===== config.mk =====
export PLATFORM = sky130hd
export DESIGN_NAME = mfp_pmod_als_ctrl
export DESIGN_NICKNAME = d
export VERILOG_FILES = /design/src/rtl/mfp_pmod_als_ctrl.sv
export SDC_FILE = /design/constraint.sdc
export NUM_CORES = 1
export LEC_CHECK = 0
export BUFFER_PORTS_ARGS = -buffer_cell sky130_fd_sc_hd__clkbuf_2
export CAP_MARGIN = 30
export CORE_MARGIN = 2
export CORE_UTILIZATION = 54
export CTS_BUF_LIST = sky130_fd_sc_hd__clkbuf_4 sky130_fd_sc_hd__clkbuf_8
export DETAILED_ROUTE_END_ITERATION = 8
export PLACE_DENSITY = 0.78
export SYNTH_ARGS = -nofsm -noshare
export SYNTH_HDL_FRONTEND = slang
export SYNTH_SLANG_ARGS = --single-unit

===== constraint.sdc =====
create_clock -name clk -period 1.7 [get_ports clk]
set_input_delay 0.34 -clock clk [delete_from_list [all_inputs] [get_ports clk]]
set_output_delay 0.34 -clock clk [all_outputs]
set_load 0.02 [all_outputs]

===== src/rtl/mfp_pmod_als_ctrl.sv =====
// PMOD ALS light-sensor reader: CS/SCK sequencing, 16-bit frame capture, 8-bit result.
// Optional 4-sample running average when MFP_PMOD_ALS_AVERAGE_EN is defined.
module mfp_pmod_als_ctrl #(
    parameter int unsigned CLK_DIV       = 4,
    parameter int unsigned CS_SETUP      = 2,
    parameter int unsigned SAMPLE_PERIOD = 1000
) (
    input  logic       clk,
    input  logic       rst_n,
    input  logic       start,
    input  logic       auto_en,
    output logic       busy,
    output logic       valid,
    output logic [7:0] value,
    output logic [7:0] raw_value,
    output logic       spi_cs,
    output logic       spi_sck,
    input  logic       spi_sdo
);

    typedef enum logic [2:0] {IDLE, WAKE, SETUP, SHIFT, HOLD, DONE} state_t;

    localparam int unsigned CNT_MAX = (2 * CLK_DIV > CS_SETUP) ? 2 * CLK_DIV : CS_SETUP;
    localparam int unsigned CW      = $clog2(CNT_MAX + 1);
    localparam int unsigned TW      = $clog2(SAMPLE_PERIOD);

    localparam logic [CW-1:0] PER_LAST   = CW'(2 * CLK_DIV - 1);
    localparam logic [CW-1:0] HALF       = CW'(CLK_DIV);
    localparam logic [CW-1:0] HALF_LAST  = CW'(CLK_DIV - 1);
    localparam logic [CW-1:0] SETUP_LAST = CW'(CS_SETUP - 1);
    localparam logic [TW-1:0] TICK_LAST  = TW'(SAMPLE_PERIOD - 1);

    state_t          state, state_next;
    logic [CW-1:0]   cnt, cnt_next;
    logic [3:0]      bit_cnt, bit_next;
    logic [TW-1:0]   tcnt;
    logic            tick;
    logic            pending;
    logic            leave_idle;
    logic            sample;
    logic            load;
    logic            cs_next, sck_next;
    // Bit 15 of the frame is always shifted out before use, so only 15 bits are kept.
    logic [14:0]     shreg;
    logic [7:0]      frame_value;

    assign tick        = auto_en && (tcnt == TICK_LAST);
    assign leave_idle  = (state == IDLE) && pending;
    assign sample      = (state == SHIFT) && (cnt == HALF_LAST);
    assign load        = (state == HOLD) && (state_next == DONE);
    assign frame_value = shreg[11:4];
    assign busy        = (state != IDLE);

    always_comb begin
        state_next = state;
        cnt_next   = cnt + CW'(1);
        bit_next   = bit_cnt;
        case (state)
            IDLE: begin
                cnt_next = '0;
                bit_next = '0;
                if (pending) state_next = WAKE;
            end
            WAKE:  if (cnt == PER_LAST) state_next = SETUP;
            SETUP: if (cnt == SETUP_LAST) state_next = SHIFT;
            SHIFT: begin
                if (cnt == PER_LAST) begin
                    cnt_next = '0;
                    bit_next = bit_cnt + 4'd1;
                    if (bit_cnt == 4'd15) state_next = HOLD;
                end
            end
            HOLD:  if (cnt == PER_LAST) state_next = DONE;
            DONE: begin
                cnt_next   = '0;
                state_next = IDLE;
            end
            default: state_next = IDLE;
        endcase
        if (state_next != state) cnt_next = '0;

        // SCK and CS are registered from the next-state view so the pins never glitch.
        sck_next = 1'b1;
        if ((state_next == WAKE || state_next == SHIFT) && cnt_next < HALF) sck_next = 1'b0;
        cs_next = !(state_next == SETUP || state_next == SHIFT);
    end

    always_ff @(posedge clk or negedge rst_n) begin
        if (!rst_n) begin
            state     <= IDLE;
            cnt       <= '0;
            bit_cnt   <= '0;
            tcnt      <= '0;
            pending   <= 1'b0;
            shreg     <= '0;
            spi_cs    <= 1'b1;
            spi_sck   <= 1'b1;
            valid     <= 1'b0;
            raw_value <= '0;
        end else begin
            state   <= state_next;
            cnt     <= cnt_next;
            bit_cnt <= bit_next;
            spi_cs  <= cs_next;
            spi_sck <= sck_next;
            valid   <= load;

            if (!auto_en || tick) tcnt <= '0;
            else                  tcnt <= tcnt + TW'(1);

            // Clearing on IDLE exit wins; otherwise one request is held.
            if (leave_idle) pending <= 1'b0;
            else            pending <= pending | start | tick;

            if (sample) shreg <= {shreg[13:0], spi_sdo};
            if (load)   raw_value <= frame_value;
        end
    end

`ifdef MFP_PMOD_ALS_AVERAGE_EN
    logic [7:0] hist [4];
    logic [9:0] sum, new_sum;

    assign new_sum = sum - {2'b00, hist[3]} + {2'b00, frame_value};

    always_ff @(posedge clk or negedge rst_n) begin
        if (!rst_n) begin
            for (int unsigned i = 0; i < 4; i++) hist[i] <= '0;
            sum   <= '0;
            value <= '0;
        end else if (load) begin
            hist[0] <= frame_value;
            for (int unsigned i = 1; i < 4; i++) hist[i] <= hist[i-1];
            sum   <= new_sum;
            value <= new_sum[9:2];
        end
    end
`else
    always_ff @(posedge clk or negedge rst_n) begin
        if (!rst_n)    value <= '0;
        else if (load) value <= frame_value;
    end
`endif

endmodule


## Word level (Yosys, flattened, before mapping)

Cells that the tools add are included.

| storage, ports and cells | value |
|---|---|
| word-level logic and storage cells | 62 |
| register bits | 45 |
| output and inout port bits | 20 |
| input port bits | 5 |

| operators by class | value |
|---|---|
| add/sub/neg operators | 3 |
| mux-type cells | 15 |
| bitwise operators | 2 |
| equal/unequal tests | 16 |
| magnitude comparators | 1 |
| reductions and logical operators | 15 |

Operators with widths:

| operator | number |
|---|---|
| $mux W3 | 6 |
| $pmux W4 S2 | 2 |
| $pmux W3 S5 | 1 |
| $eq A3 B2 Y1 const B | 4 |
| $mux W4 | 3 |
| $add A10 B1 Y10 const B | 1 |
| $eq A10 B10 Y1 const B | 1 |
| $mux W10 | 1 |
| $eq A3 B3 Y1 const B | 3 |
| $add A4 B1 Y4 const B | 2 |
| $eq A3 B1 Y1 const B | 2 |
| $logic_and A1 B1 Y1 | 5 |
| $eq A4 B1 Y1 const B | 1 |
| $eq A4 B2 Y1 const B | 1 |
| $eq A4 B3 Y1 const B | 1 |
| $eq A4 B4 Y1 const B | 1 |
| $lt A4 B3 Y1 const B | 1 |
| $logic_not A3 Y1 | 1 |
| $logic_or A1 B1 Y1 | 3 |
| $ne A3 B3 Y1 | 1 |
| $reduce_bool A3 Y1 | 1 |
| $logic_not A1 Y1 | 2 |
| $mux W1 | 2 |
| $ne A2 B1 Y1 const B | 1 |
| 4 further kinds | 5 |

## Logic depth before layout (Yosys ltp)

Gate-level depths: netlist of run 1.

| depth | value |
|---|---|
| depth after elaboration | 9 |
| gate-level depth with buffers | 6 |

## Worst setup path after synthesis of run 1

Ideal clock, no wire load.

| path | value |
|---|---|
| path type | register to register |
| start point | register cnt[0] |
| end point | register value[0] |
| setup time | 0.125 ns |
| setup slack | 0.088 ns |
| arrival time | 1.486 ns |
| period minus slack after synthesis | 1.612 ns |
| required time | 1.575 ns |
| stages on the path, launching flop included | 7 |
| buffers on the path | 2 |
| path through | dfrtp_1 -> ha_1 -> and3b_1 -> buf_2 -> nand2b_4 -> buf_6 -> mux2_4 |

| on the way | value |
|---|---|
| cells in the longest elaborated chain, start to end | 5 |

RTL lines:

| what | RTL line | text |
|---|---|---|
| start: declaration | 34 | `logic [CW-1:0] cnt, cnt_next;` |
| start signal: assignment | 102 | `cnt <= cnt_next;` |
| $eq A4 B3 Y1 / $eq A4 B1 Y1 (equally long branches) | n/a |  |
| $mux W3 (on tied branches) | n/a |  |
| $pmux W3 S5 (*) | 58 | `case (state)` |
| $eq A3 B3 Y1 (*) | 50 | `assign load = (state == HOLD) && (state_next == DONE);` |
| $logic_and A1 B1 Y1 (*) | 50 |  |
| end signal: assignment | 141 | `else if (load) value <= frame_value;` |
| end: declaration | 14 | `output logic [7:0] value,` |

Every way passes the cells marked *; elsewhere a longest branch is shown, timed or not.
A chain may end at the register's enable or synchronous reset.

## Worst setup path after layout of run 1

| path | value |
|---|---|
| start point | register state[2] |
| end point | output port busy |

| on the way | value |
|---|---|
| cells in the longest elaborated chain, start to end | 1 |

RTL lines:

| what | RTL line | text |
|---|---|---|
| start: declaration | 33 | `state_t state, state_next;` |
| start signal: assignment | 101 | `state <= state_next;` |
| $reduce_bool A3 Y1 | 52 | `assign busy = (state != IDLE);` |
| end: declaration | 12 | `output logic busy,` |

No other way between the ends.

==> metrics list, run 1 <==
- Post-Synthesis Cells: 179
* Maximum operating frequency: 0.616 GHz
- Setup repair after global routing left no endpoint under its margin.
- Headroom to the max-slew limit came out at 66.8%.
* Start-to-end type of the worst setup path: reg2out
* Remaining Overflow, GRT: 0
- Areal power density over the cells: 1180 nW/µm²
* Initial core utilization: 56.9%
- Warnings, synthesis: 0
* Post-Syn Area per Cell: 11.7 µm²
- Cell count after placement: 240
- Die Span X: 66.3 µm
- Pin placement for this block handled 25 I/O pins.
- Vias in the first global route: 1329
* Clock net sink count: 45
* Setup TNS Final: 0 ps
* Router iterations before antenna repair: 4
* Root buffer cell: sky130_fd_sc_hd__clkbuf_8
* Maximum net fanout on the critical path: 10
- After floorplanning, the core was divided into 22 placement rows.
* Via count: 1318
- After synthesis, flip-flops and latches occupy 53.8% of the total area.
- In this run the deepest clock path goes through 2 buffers.
* Xor and xnor area share after synthesis: 4.59%
- In the post-synthesis netlist, the biggest area contributors are sky130_fd_sc_hd__dfrtp_1 51%, sky130_fd_sc_hd__mux2_2 7.0%, sky130_fd_sc_hd__mux2_4 5.7%.
- STA classifies the critical path endpoint as an output pin.
* Number of pins with negative max-slew slack in the final report: 0
- The repair_antennas step left the layout with diodes totalling 0.
- Entering global routing, the biggest net connects 27 pins.
* Ys flop type: sky130_fd_sc_hd__dfrtp_1
- The core region is 3690 µm².
- Dividing the detail-routed wire length by the instance count gives 13.2 µm.
- Sum of net half-perimeters after detailed placement: 2450 µm
- Compound-gate portion of the synthesized area: 3.82%
- Layout cell share with drive strength beyond 1: 33.8%
- After clock tree synthesis, the clock-pin slew on the worst setup and hold paths is 80 ps.
- Clock skew: 4.36 ps
- Setup violations remaining at the end of the flow were counted as 0.
- Synth unique cells: 39
- After layout, the worst path uses 95.6% of the clock period.
- Signed area change from the synthesized netlist to the final layout: 11.2%
- Yosys mapped a number of flops with a built-in enable equal to 0.
* Run status: complete, but fails checks
- After synthesis, the largest family of logic cells by area is simple AND/OR/NAND/NOR gates.
- The worst setup path is launched from a flip-flop.
- Multiplexer fraction of the synthesized cell area: 13.2%
* Area enclosed by the die boundary: 4400 µm²
- For this block, the routed nets add up to 3290 µm of wire.
- During placement, the flow inserted port buffers numbering 24.
* Basic-gate share of the synthesized area counting and, or, nand and nor cells: 16.2%
* First-pass GRT wire length: 5850 µm
- Share of synthesized registers carrying an async set or reset: 100%
- # DRC: 0
* Violated checks: negative hold slack
- For the worst setup path, the data arrival time is 1280 ps.
- In this run, synthesis produced a sequential element count of 45.
- Once detail routing completed, the nets flagged for antenna violations numbered 0.
- Top library cells by usage in the layout, fill and taps aside: 41 x sky130_fd_sc_hd__dfrtp_1, 24 x sky130_fd_sc_hd__clkbuf_2, 16 x sky130_fd_sc_hd__nor2_1
- For this run, the number of standard cells in the final layout without fillers is 249.
- Across all hold checks on the routed design, the worst slack comes to -12.4 ps.
- Post-CTS Hold Fix Bufs: 0
* Routability Congestion: 0.857
- Die Y-Extent: 66.3 µm
- Leaving out fill and tap cells, the most frequent cell in the layout is sky130_fd_sc_hd__dfrtp_1.
* CTS tree: built
* Number of antenna violations at the first check in global routing: 0
* Final hold violations: 19
- Top-area cell type share of the netlist area: 51.3%
- At the end of the flow, the number of nets in the layout was 209.
- Library cell with the largest summed area after synthesis: sky130_fd_sc_hd__dfrtp_1
- Maximum vdd ir drop: 0.544 mV
- Post-detailed-route via-to-cell ratio: 5.29
- Clock Latency Late Sink: 300 ps
* Iter 0 DRT Violations: 69
- Max-cap violations in this run came to 0.
* Post-Syn Area: 2100 µm²
* Share of synthesized cell area in full adder, half adder and majority cells: 2.39%
- Hold Crit Class: in2async
* Critical path required time: 1360 ps
- The H-tree generated during clock tree synthesis spans 2 levels.
- Leakage dissipation: 0.00117 µW
* Post-synthesis net count: 188
* Time the final worst path needs with I/O delays and setup: 1620 ps
* Total routing resource utilization after global routing: 18.1%
* Number of buffers added by the clock tree synthesis step: 5
* Slew at the pin closest to its max-slew limit: 498 ps
-- timing repair --
| item | CTS | global route |
|---|---|---|
| buffers inserted | 0 | 1 |
| resized for setup | 1 | 5 |
| gates cloned | 0 | 0 |
| endpoints found under the setup margin | 1 | 11 |
-- Yosys cell counts (2+ instances only) --
cell                       number
sky130_fd_sc_hd__nand3_1        9
sky130_fd_sc_hd__nor2_1        16
sky130_fd_sc_hd__ha_1           4
sky130_fd_sc_hd__dfrtp_1       43
sky130_fd_sc_hd__o21ai_0        4
sky130_fd_sc_hd__nand4_1        2
sky130_fd_sc_hd__a21oi_1        3
sky130_fd_sc_hd__mux2_2        13
sky130_fd_sc_hd__nand2_1       12
sky130_fd_sc_hd__mux2_4         8
sky130_fd_sc_hd__dfstp_2        2
sky130_fd_sc_hd__and2_1         2
sky130_fd_sc_hd__xor2_1         5
sky130_fd_sc_hd__nand2b_1       2
sky130_fd_sc_hd__nor4_1         2
sky130_fd_sc_hd__buf_4          9
sky130_fd_sc_hd__xnor2_1        6
sky130_fd_sc_hd__inv_1          6
sky130_fd_sc_hd__buf_2          4
sky130_fd_sc_hd__and3b_1        2
sky130_fd_sc_hd__nor3_1         7
-- metrics by stage --
| stage | utilization [%] | cell area (µm²) | hold WS (ps) | total power (µW) | worst slack [ps] |
|---|---|---|---|---|---|
| floorplan | - | 2100 | 44.4 | 1850 | 88.5 |
| global placement | 60.1 | 2220 | 321 | 2020 | 129 |
| detailed placement | 60.1 | 2220 | 331 | 2060 | 56.2 |
| CTS | 62.7 | 2310 | 0.281 | 2730 | 33.4 |
| global route | 63.2 | 2330 | 25.8 | 2900 | 0.772 |
| finish | 63.2 | 2330 | -12.4 | 2740 | 75.6 |
-- cells by family after synthesis --
logic type	after synthesis
muxes	22
and+or+nand+nor	64
DFF	45
xor gates and xnor gates	11
AOI/OAI and AO/OA	12
buffers and inverters	21
adders and majority gates	4
-- layout make-up --
type	instances	area (µm²)
Multi-Input combinational cell	113	858
Tap cell	48	60.1
Inverter	6	22.5
Timing Repair Buffer	29	170
Clock buffer	7	83.8
Fill cell	289	1360
Sequential cell	45	1130
Clock inverter	1	5.00
-- path summary, 6_finish.rpt --
| kind | from | endpoint | slack, ps | cells after the start |
|---|---|---|---|---|
| worst max-delay path | state[2]$_DFF_PN0_ | busy | 80 | 3 |
| worst min-delay path | rst_n | shreg[0]$_DFFE_PN0P_ | -10 | 1 |
| worst max register to register | state[0]$_DFF_PN0_ | value[2]$_DFFE_PN0P_ | 140 | 3 |
| worst min register to register | tcnt[0]$_DFF_PN0_ | tcnt[0]$_DFF_PN0_ | 470 | 1 |
| max in group asynchronous | rst_n | spi_cs$_DFF_PN1_ | 1140 | 2 |
| min in group clk | spi_sdo | shreg[0]$_DFFE_PN0P_ | 280 | 2 |
-- per-layer routing --
| metal | up-vias | GRT usage (%) | part of all wire, % |
|---|---|---|---|
| li1 | 646 | - | - |
| met1 | 630 | 22.1 | 45 |
| met2 | 35 | 28.9 | 47 |
| met3 | 7 | 4.09 | 4.7 |
| met4 | 0 | 11.5 | 2.8 |
| met5 | - | 0 | 0 |
-- state kept, by name (all words and copies together), names as in the netlist --
register	flops
shreg	12
tcnt	10
value	8
valid	1
spi_cs	1
cnt	4
pending	1
state	3
bit_cnt	4
spi_sck	1
-- report_power, final --
group | internal [µW] | switching [µW] | total (µW)
Combinational | 305 | 384 | 689
Clock | 320 | 341 | 661
Sequential | 1240 | 151 | 1390
-- critical path, stage by stage, from the launching register on --
cell and delay [ps]:
sky130_fd_sc_hd__dfrtp_2 460, sky130_fd_sc_hd__nor3_2 220, sky130_fd_sc_hd__inv_1 130, sky130_fd_sc_hd__clkbuf_2 170
Power figures use the tool's default switching activity.
==> run 2: changes to the inputs <==
--- a/config.mk
+++ b/config.mk
@@ -10,8 +10,10 @@
 export CORE_MARGIN = 2
 export CORE_UTILIZATION = 54
 export CTS_BUF_LIST = sky130_fd_sc_hd__clkbuf_4 sky130_fd_sc_hd__clkbuf_8
+export CTS_CLUSTER_SIZE = 25
 export DETAILED_ROUTE_END_ITERATION = 8
 export PLACE_DENSITY = 0.78
+export SETUP_SLACK_MARGIN = 0.15
 export SYNTH_ARGS = -nofsm -noshare
 export SYNTH_HDL_FRONTEND = slang
 export SYNTH_SLANG_ARGS = --single-unit
==> metrics list, run 2 (synthesized netlist as in run 1, its figures left out) <==
* CTS tree: built
- Footprint of the multi-input gates: 896 µm² (+4.4%)
- Post-Place Cell Area: 2230 µm² (+0.79%)
- The sum of overflow across all layers after global routing is 0 (unchanged).
- Filler Cells Inserted: 283 (-2.1%)
- The number of detailed-route iterations in the first pass came to 4 (unchanged).
* Number of cells on the worst reg-to-reg path: 5 (+2)
- The register clock-pin slew on the reported worst setup and hold paths is 80 ps (about the same).
- Switching part of the total power: 33.5% (+1.5 points)
- Number of buffers added by the clock tree synthesis step: 5 (unchanged)
* First-pass GRT wire length: 6090 µm (+4.1%)
- Run status: completed
* Residual antenna-violating net count after detailed routing: 0 (unchanged)
- The number of pins with negative max-slew slack in the final report is 0 (unchanged).
* Sum of net half-perimeters after detailed placement: 2550 µm (+4.1%)
* Cell count after placement: 239 (-0.42%)
* Total net switching power: 993 µW (+13%)
- The via total after detailed routing is 1396 (+5.9%).
- Areal power density over the cells: 1210 nW/µm² (+2.6%)
* Max-capacitance violation count: 0 (unchanged)
- The worst hold path passes through 2 cells.
* Maximum operating frequency: 0.647 GHz (+5.1%)
* Die Span X: 66.3 µm (unchanged)
- The count of antenna diodes in the layout was 0 (unchanged).
- Signed area change from the synthesized netlist to the final layout: 17.2%
- Data arrival time of the worst path: 1730 ps (+450 ps)
* Total routing resource utilization after global routing: 18.8% (+0.68 points)
- Most frequent standard cell in the layout excluding fill and tap cells: sky130_fd_sc_hd__dfrtp_1
- The fraction of layout instances using a drive strength above 1 came to 38.9% (+5.0 points).
- Ranked by flip-flop count, first place goes to shreg.
- The number of endpoints failing setup at the final stage is 0 (unchanged).
* Top library cells by usage in the layout, fill and taps aside: 40 x sky130_fd_sc_hd__dfrtp_1, 24 x sky130_fd_sc_hd__clkbuf_2, 16 x sky130_fd_sc_hd__nor2_1
- The share of power burned in registers is 47.0% (-3.8 points).
* Sequential cell area: 1130 µm² (+0.11%)
* Detailed-route wire length per cell: 14.9 µm (+13%)
* Root buffer cell: sky130_fd_sc_hd__clkbuf_8
- Internal power of the cells: 1980 µW (+5.7%)
- The worst setup path is captured at a flip-flop.
* Initial core utilization: 56.9% (unchanged)
* Slew at the pin closest to its max-slew limit: 500 ps (+1.20 ps)
- Critical path required time: 1890 ps (+530 ps)
- Area enclosed by the die boundary: 4400 µm² (unchanged)
- The headroom to the max-slew limit is 66.7% (-0.080 points).
* Time the final worst path needs with I/O delays and setup: 1540 ps (-79.5 ps)
- Setup repair after global routing could not meet its margin everywhere.
- STA classifies the critical path startpoint as a flip-flop.
* Maximum number of pins on one net before global-route repair: 28 (+3.7%)
* Largest buffer count on any clock path: 2 (unchanged)
- The final wirelength came to 3860 µm (+17%).
- Post-detailed-route via-to-cell ratio: 5.39 (+1.8%)
* Core Rows: 22 (unchanged)
* Setup TNS Final: 0 ps (unchanged)
* Non-filler cells, final: 259 (+4.0%)
* Die Y-Extent: 66.3 µm (unchanged)
- Start-to-end type of the worst setup path: reg2reg
- The proportion of power drawn by combinational gates came to 30.8% (+5.7 points).
* Fin util: 66.6% (+3.4 points)
- Max FFs per register: 12 (unchanged)
- Maximum net fanout on the critical path: 12 (+2)
- The post-detailed-route DRC marker count came to 0 (unchanged).
- The final layout net count was 219 (+4.8%).
* Routability Congestion: 0.870 (+1.6%)
- Vias in the first global route: 1420 (+6.8%)
* Clock skew: 4.02 ps (-0.343 ps)
- The cell area after layout is 2460 µm² (+5.4%).
- FF-to-FF setup slack: 160 ps (+20 ps)
- Final Cycle Share: 90.9% (-4.7 points)
- The core outline area was 3690 µm² (unchanged).
- The number of buffers added on ports was 24 (unchanged).
* Number of ports placed on the die boundary: 25 (unchanged)
- The level count of the clock H-tree is 2 (unchanged).
- Leakage dissipation: 0.00123 µW (+4.9%)
- The hold violation total from the final report is 0 (-19).
- Clock Latency Late Sink: 300 ps (about the same)
- The share of power burned in the clock network came to 22.2% (-1.9 points).
- The worst hold path belongs to the class in2reg.
- Number of antenna violations at the first check in global routing: 0 (unchanged)
- Maximum vdd ir drop: 0.481 mV (-12%)
* Registers with the most flip-flops: shreg x12, tcnt x10, value x8
* Clock net sink count: 45 (unchanged)
- Iter 0 DRT Violations: 97 (+41%)
run 2: timing repair:
item / in CTS / in global routing
setup buffers: 6 / 4
resized for setup: 5 / 12
hold buffers: 0 / 1
endpoints found under the setup margin: 10 / 35
gates cloned: 0 / 1
hold endpoints to repair: 0 / 2
pin swaps: 0 / 1
run 2: per-stage QoR:
stage / setup WS (ps) / hold WS (ps) / power, µW
floorplan: 158 / 44.4 / 1870
global placement: 145 / 319 / 2030
detailed placement: 103 / 332 / 2080
CTS: 139 / 3.40 / 2820
global route: 77.2 / 273 / 3140
finish: 155 / 282 / 2970
run 2: power by group through the flow:
| stage | clock network (µW) | registers, µW | logic, µW |
|---|---|---|---|
| 2_1_floorplan | 0 | 1410 | 461 |
| 3_3_place_gp | 0 | 1410 | 619 |
| 3_5_place_dp | 0 | 1420 | 657 |
| 4_1_cts | 677 | 1380 | 759 |
| 5_1_grt | 732 | 1410 | 994 |
| 6_report | 659 | 1390 | 916 |
run 2: worst paths after layout:
path	startpoint	to
max	cnt[0]$_DFF_PN0_	shreg[0]$_DFFE_PN0P_
min	spi_sdo	shreg[0]$_DFFE_PN0P_
max reg2reg	cnt[0]$_DFF_PN0_	shreg[0]$_DFFE_PN0P_
min reg2reg	tcnt[0]$_DFF_PN0_	tcnt[0]$_DFF_PN0_
max in group asynchronous	rst_n	state[2]$_DFF_PN0_
min in group asynchronous	rst_n	value[4]$_DFFE_PN0P_
run 2: critical path, stage by stage (launching register included):
cell and delay, ps:
sky130_fd_sc_hd__dfrtp_1 410, sky130_fd_sc_hd__ha_4 180, sky130_fd_sc_hd__nor3b_1 310, sky130_fd_sc_hd__nand2_2 110, sky130_fd_sc_hd__buf_12 160, sky130_fd_sc_hd__mux2_2 270
run 2: area by class of cell:
type | count | share of cell area, %
Clock buffer | 5 | 2.80
Clock inverter | 3 | 0.866
Inverter | 6 | 0.916
Multi-Input combinational cell | 114 | 36.5
Sequential cell | 45 | 46.1
Tap cell | 48 | 2.44
Timing Repair Buffer | 38 | 10.4
run 2: routing by layer:
| metal | vias to the layer above | GRT usage [%] | wire (µm) |
|---|---|---|---|
| met4 | 0 | 11.0 | 82 |
| li1 | 674 | - | - |
| met5 | - | 0 | 0 |
| met2 | 38 | 33.5 | 2070 |
| met1 | 674 | 19.1 | 1560 |
| met3 | 10 | 5.96 | 147 |
==> run 3: changes to the inputs <==
--- a/config.mk
+++ b/config.mk
@@ -13,6 +13,7 @@
 export CTS_CLUSTER_SIZE = 25
 export DETAILED_ROUTE_END_ITERATION = 8
 export PLACE_DENSITY = 0.78
+export RECOVER_POWER = 25
 export SETUP_SLACK_MARGIN = 0.15
 export SYNTH_ARGS = -nofsm -noshare
 export SYNTH_HDL_FRONTEND = slang
==> metrics list, run 3 (synthesized netlist as in run 1, its figures left out) <==
* Top library cells by usage in the layout, fill and taps aside: 40 x sky130_fd_sc_hd__dfrtp_1, 23 x sky130_fd_sc_hd__clkbuf_2, 16 x sky130_fd_sc_hd__nor2_1
* Slowest-stage cell, CP: sky130_fd_sc_hd__dfrtp_1
* Maximum operating frequency: 0.647 GHz (unchanged)
* Biggest register: shreg
- The count of nets left with antenna violations after detail routing was 0 (unchanged).
* Worst-case hold path end point: shreg[0]$_DFFE_PN0P_
- # DRC: 0 (unchanged)
* Registers with the most flip-flops: shreg x12, tcnt x10, value x8
- The share of power burned in registers was 47.0% (about the same).
- Worst reg2reg path startpoint: cnt[0]$_DFF_PN0_
- Cell Chain, Critical Path: ha_4 -> nor3b_1 -> nand2_2 -> buf_12 -> mux2_2
* Data arrival time of the worst path: 1730 ps (about the same)
- The internal portion of total power is 1980 µW (about the same).
- Maximum vdd ir drop: 0.481 mV (unchanged)
- The register clock-pin slew on the reported worst setup and hold paths is 80 ps (about the same).
- Detailed-route wire length per cell: 14.9 µm (about the same)
* Start-to-end type of the worst setup path: reg2reg
- The tree is rooted in a sky130_fd_sc_hd__clkbuf_8.
* RSZ-0062 raised after global routing: true
- The cell count of the worst reg-to-reg path came to 5 (unchanged).
- Area enclosed by the die boundary: 4400 µm² (unchanged)
- Die Y-Extent: 66.3 µm (unchanged)
- CTS tree: built
- The headroom to the max-slew limit came to 28.3% (-38 points).
* Setup TNS Final: 0 ps (unchanged)
- Filler Cells Inserted: 282 (-0.35%)
- Layout Nets: 219 (unchanged)
- Final Worst Setup Slack: 155 ps (unchanged)
- The level count of the clock H-tree was 2 (unchanged).
- HP Start: spi_sdo
- Total net switching power: 993 µW (about the same)
- Sum of net half-perimeters after detailed placement: 2550 µm (unchanged)
- First-pass GRT wire length: 6090 µm (unchanged)
* Startpoint types: flip-flop
* Number of ports placed on the die boundary: 25 (unchanged)
* Most frequent standard cell in the layout excluding fill and tap cells: sky130_fd_sc_hd__dfrtp_1
* Worst hold path cell count: 2 (unchanged)
* Clock skew: 4.02 ps (unchanged)
* Slew at the pin closest to its max-slew limit: 1070 ps (+575 ps)
- The core outline area came to 3690 µm² (unchanged).
- The routability-driven placement congestion ratio came to 0.870 (unchanged).
* Fraction of power consumed by the clock network: 22.2% (about the same)
* Diode insertion count for antenna repair: 0 (unchanged)
- Router iterations before antenna repair: 4 (unchanged)
* Max-capacitance violation count: 0 (unchanged)
- Die Span X: 66.3 µm (unchanged)
- Vias in the first global route: 1420 (unchanged)
- The final critical delay including setup and external delays was 1540 ps (unchanged).
- The tightest min-delay check is of the in2reg type.
- Number of antenna violations at the first check in global routing: 0 (unchanged)
- Maximum net fanout on the critical path: 12 (unchanged)
- Clock Latency Late Sink: 300 ps (about the same)
* Max FFs per register: 12 (unchanged)
- Switching part of the total power: 33.5% (about the same)
- The via total after detailed routing is 1396 (unchanged).
- The number of pins with negative max-slew slack in the final report was 0 (unchanged).
- Setup slack after placement: 103 ps (unchanged)
- Largest stage delay, worst path: 410 ps (about the same)
- The worst-case clock buffer depth was 2 (unchanged).
* FF-to-FF setup slack: 160 ps (about the same)
* Iter 0 DRT Violations: 97 (unchanged)
- The standard-cell row count is 22 (unchanged).
- Initial core utilization: 56.9% (unchanged)
* Remaining Overflow, GRT: 0 (unchanged)
- The hold violation total from the final report is 0 (unchanged).
* Maximum number of pins on one net before global-route repair: 28 (unchanged)
- Reg-to-reg endpoint: shreg[0]$_DFFE_PN0P_
* Power consumption: 2970 µW (about the same)
- Clock net sink count: 45 (unchanged)
- Number of buffers added on ports: 24 (unchanged)
* Combinational power share: 30.8% (about the same)
- Areal power density over the cells: 1210 nW/µm² (about the same)
- Worst setup EP type: flip-flop
* Number of buffers added by the clock tree synthesis step: 5 (unchanged)
- The synthesis-to-layout area growth came to 17.1% (about the same).
* Post-detailed-route via-to-cell ratio: 5.39 (unchanged)
- The flow ran to the end, and the final reports show no timing, DRC or antenna violations.
- The part of the cycle the worst path needs came to 90.9% (unchanged).
* Routed WL: 3860 µm (about the same)
- The total global routing track utilization was 18.8% (unchanged).
- The static leakage power is 0.00123 µW (-0.32%).
- Critical path required time: 1890 ps (about the same)
* Layout cell share with drive strength beyond 1: 38.4% (-0.47 points)
- Final setup fails: 0 (unchanged)
-- run 3: cell types whose count changed in the layout (fill, tap and decap cells not counted) --
cell / change
sky130_fd_sc_hd__and2_0: +1
sky130_fd_sc_hd__and2_1: -1
sky130_fd_sc_hd__clkbuf_1: +1
sky130_fd_sc_hd__clkbuf_2: -1
-- run 3: worst max path at each step --
stage                                   from                    to  cells after the start
after global routing        cnt[0]$_DFF_PN0_  shreg[6]$_DFFE_PN0P_                      5
after CTS                 state[2]$_DFF_PN0_                  busy                      3
after floorplan             cnt[0]$_DFF_PN0_  value[0]$_DFFE_PN0P_                      6
final                       cnt[0]$_DFF_PN0_  shreg[0]$_DFFE_PN0P_                      5
after detailed placement    cnt[0]$_DFF_PN0_     spi_sck$_DFF_PN1_                      5
after global placement      cnt[0]$_DFF_PN0_  value[0]$_DFFE_PN0P_                      4
-- run 3: area by class of cell --
cell class                 instances  area, µm²  share of cell area (%)
multi-input combinational        114        896                    36.5
clock buffer                       5       68.8                    2.80
timing repair buffer              38        255                    10.4
inverter                           6       22.5                   0.917
tap                               48       60.1                    2.45
sequential                        45       1130                    46.1
clock inverter                     3       21.3                   0.866
-- run 3: power groups by stage --
stage | clock (µW) | combinational [µW] | sequential, µW
finish | 659 | 915 | 1390
global route | 732 | 994 | 1410
CTS | 677 | 759 | 1380
detailed placement | 0 | 657 | 1420
global placement | 0 | 619 | 1410
floorplan | 0 | 461 | 1410
-- run 3: per-stage QoR --
step | instances | hold slack [ps] | utilization, % | area (µm²)
after floorplan | 179 | 44.4 | - | 2110
after global placement | 239 | 319 | 60.6 | 2230
after global routing | 259 | 273 | 66.6 | 2460
final | 259 | 282 | 66.6 | 2460
after CTS | 253 | 3.40 | 64.5 | 2380
after detailed placement | 239 | 332 | 60.6 | 2230
-- run 3: what timing repair did --
| action | 4_1_cts | 5_1_grt |
|---|---|---|
| cloned | 0 | 1 |
| pin swaps | 0 | 1 |
| buffers inserted | 6 | 4 |
| endpoints found under the setup margin | 10 | 35 |
| hold endpoints to repair | 0 | 2 |
| resized for setup | 5 | 12 |
| hold buffers | 0 | 1 |
-- run 3: per-layer routing --
layer / vias up / part of all wire (%) / global-route usage, % / routed length (µm)
met5: - / 0 / 0 / 0
met4: 0 / 2.1 / 11.0 / 82
met3: 10 / 3.8 / 5.96 / 147
met2: 38 / 54 / 33.5 / 2070
met1: 674 / 40 / 19.1 / 1560
li1: 674 / - / - / -
-- run 3: critical path, delay by kind of cell (launching register included) --
kind / cells / cell delay [ps]
adders and majority gates: 1 / 180
buffers and inverters: 1 / 160
DFF: 1 / 410
muxes: 1 / 270
and+or+nand+nor: 2 / 420
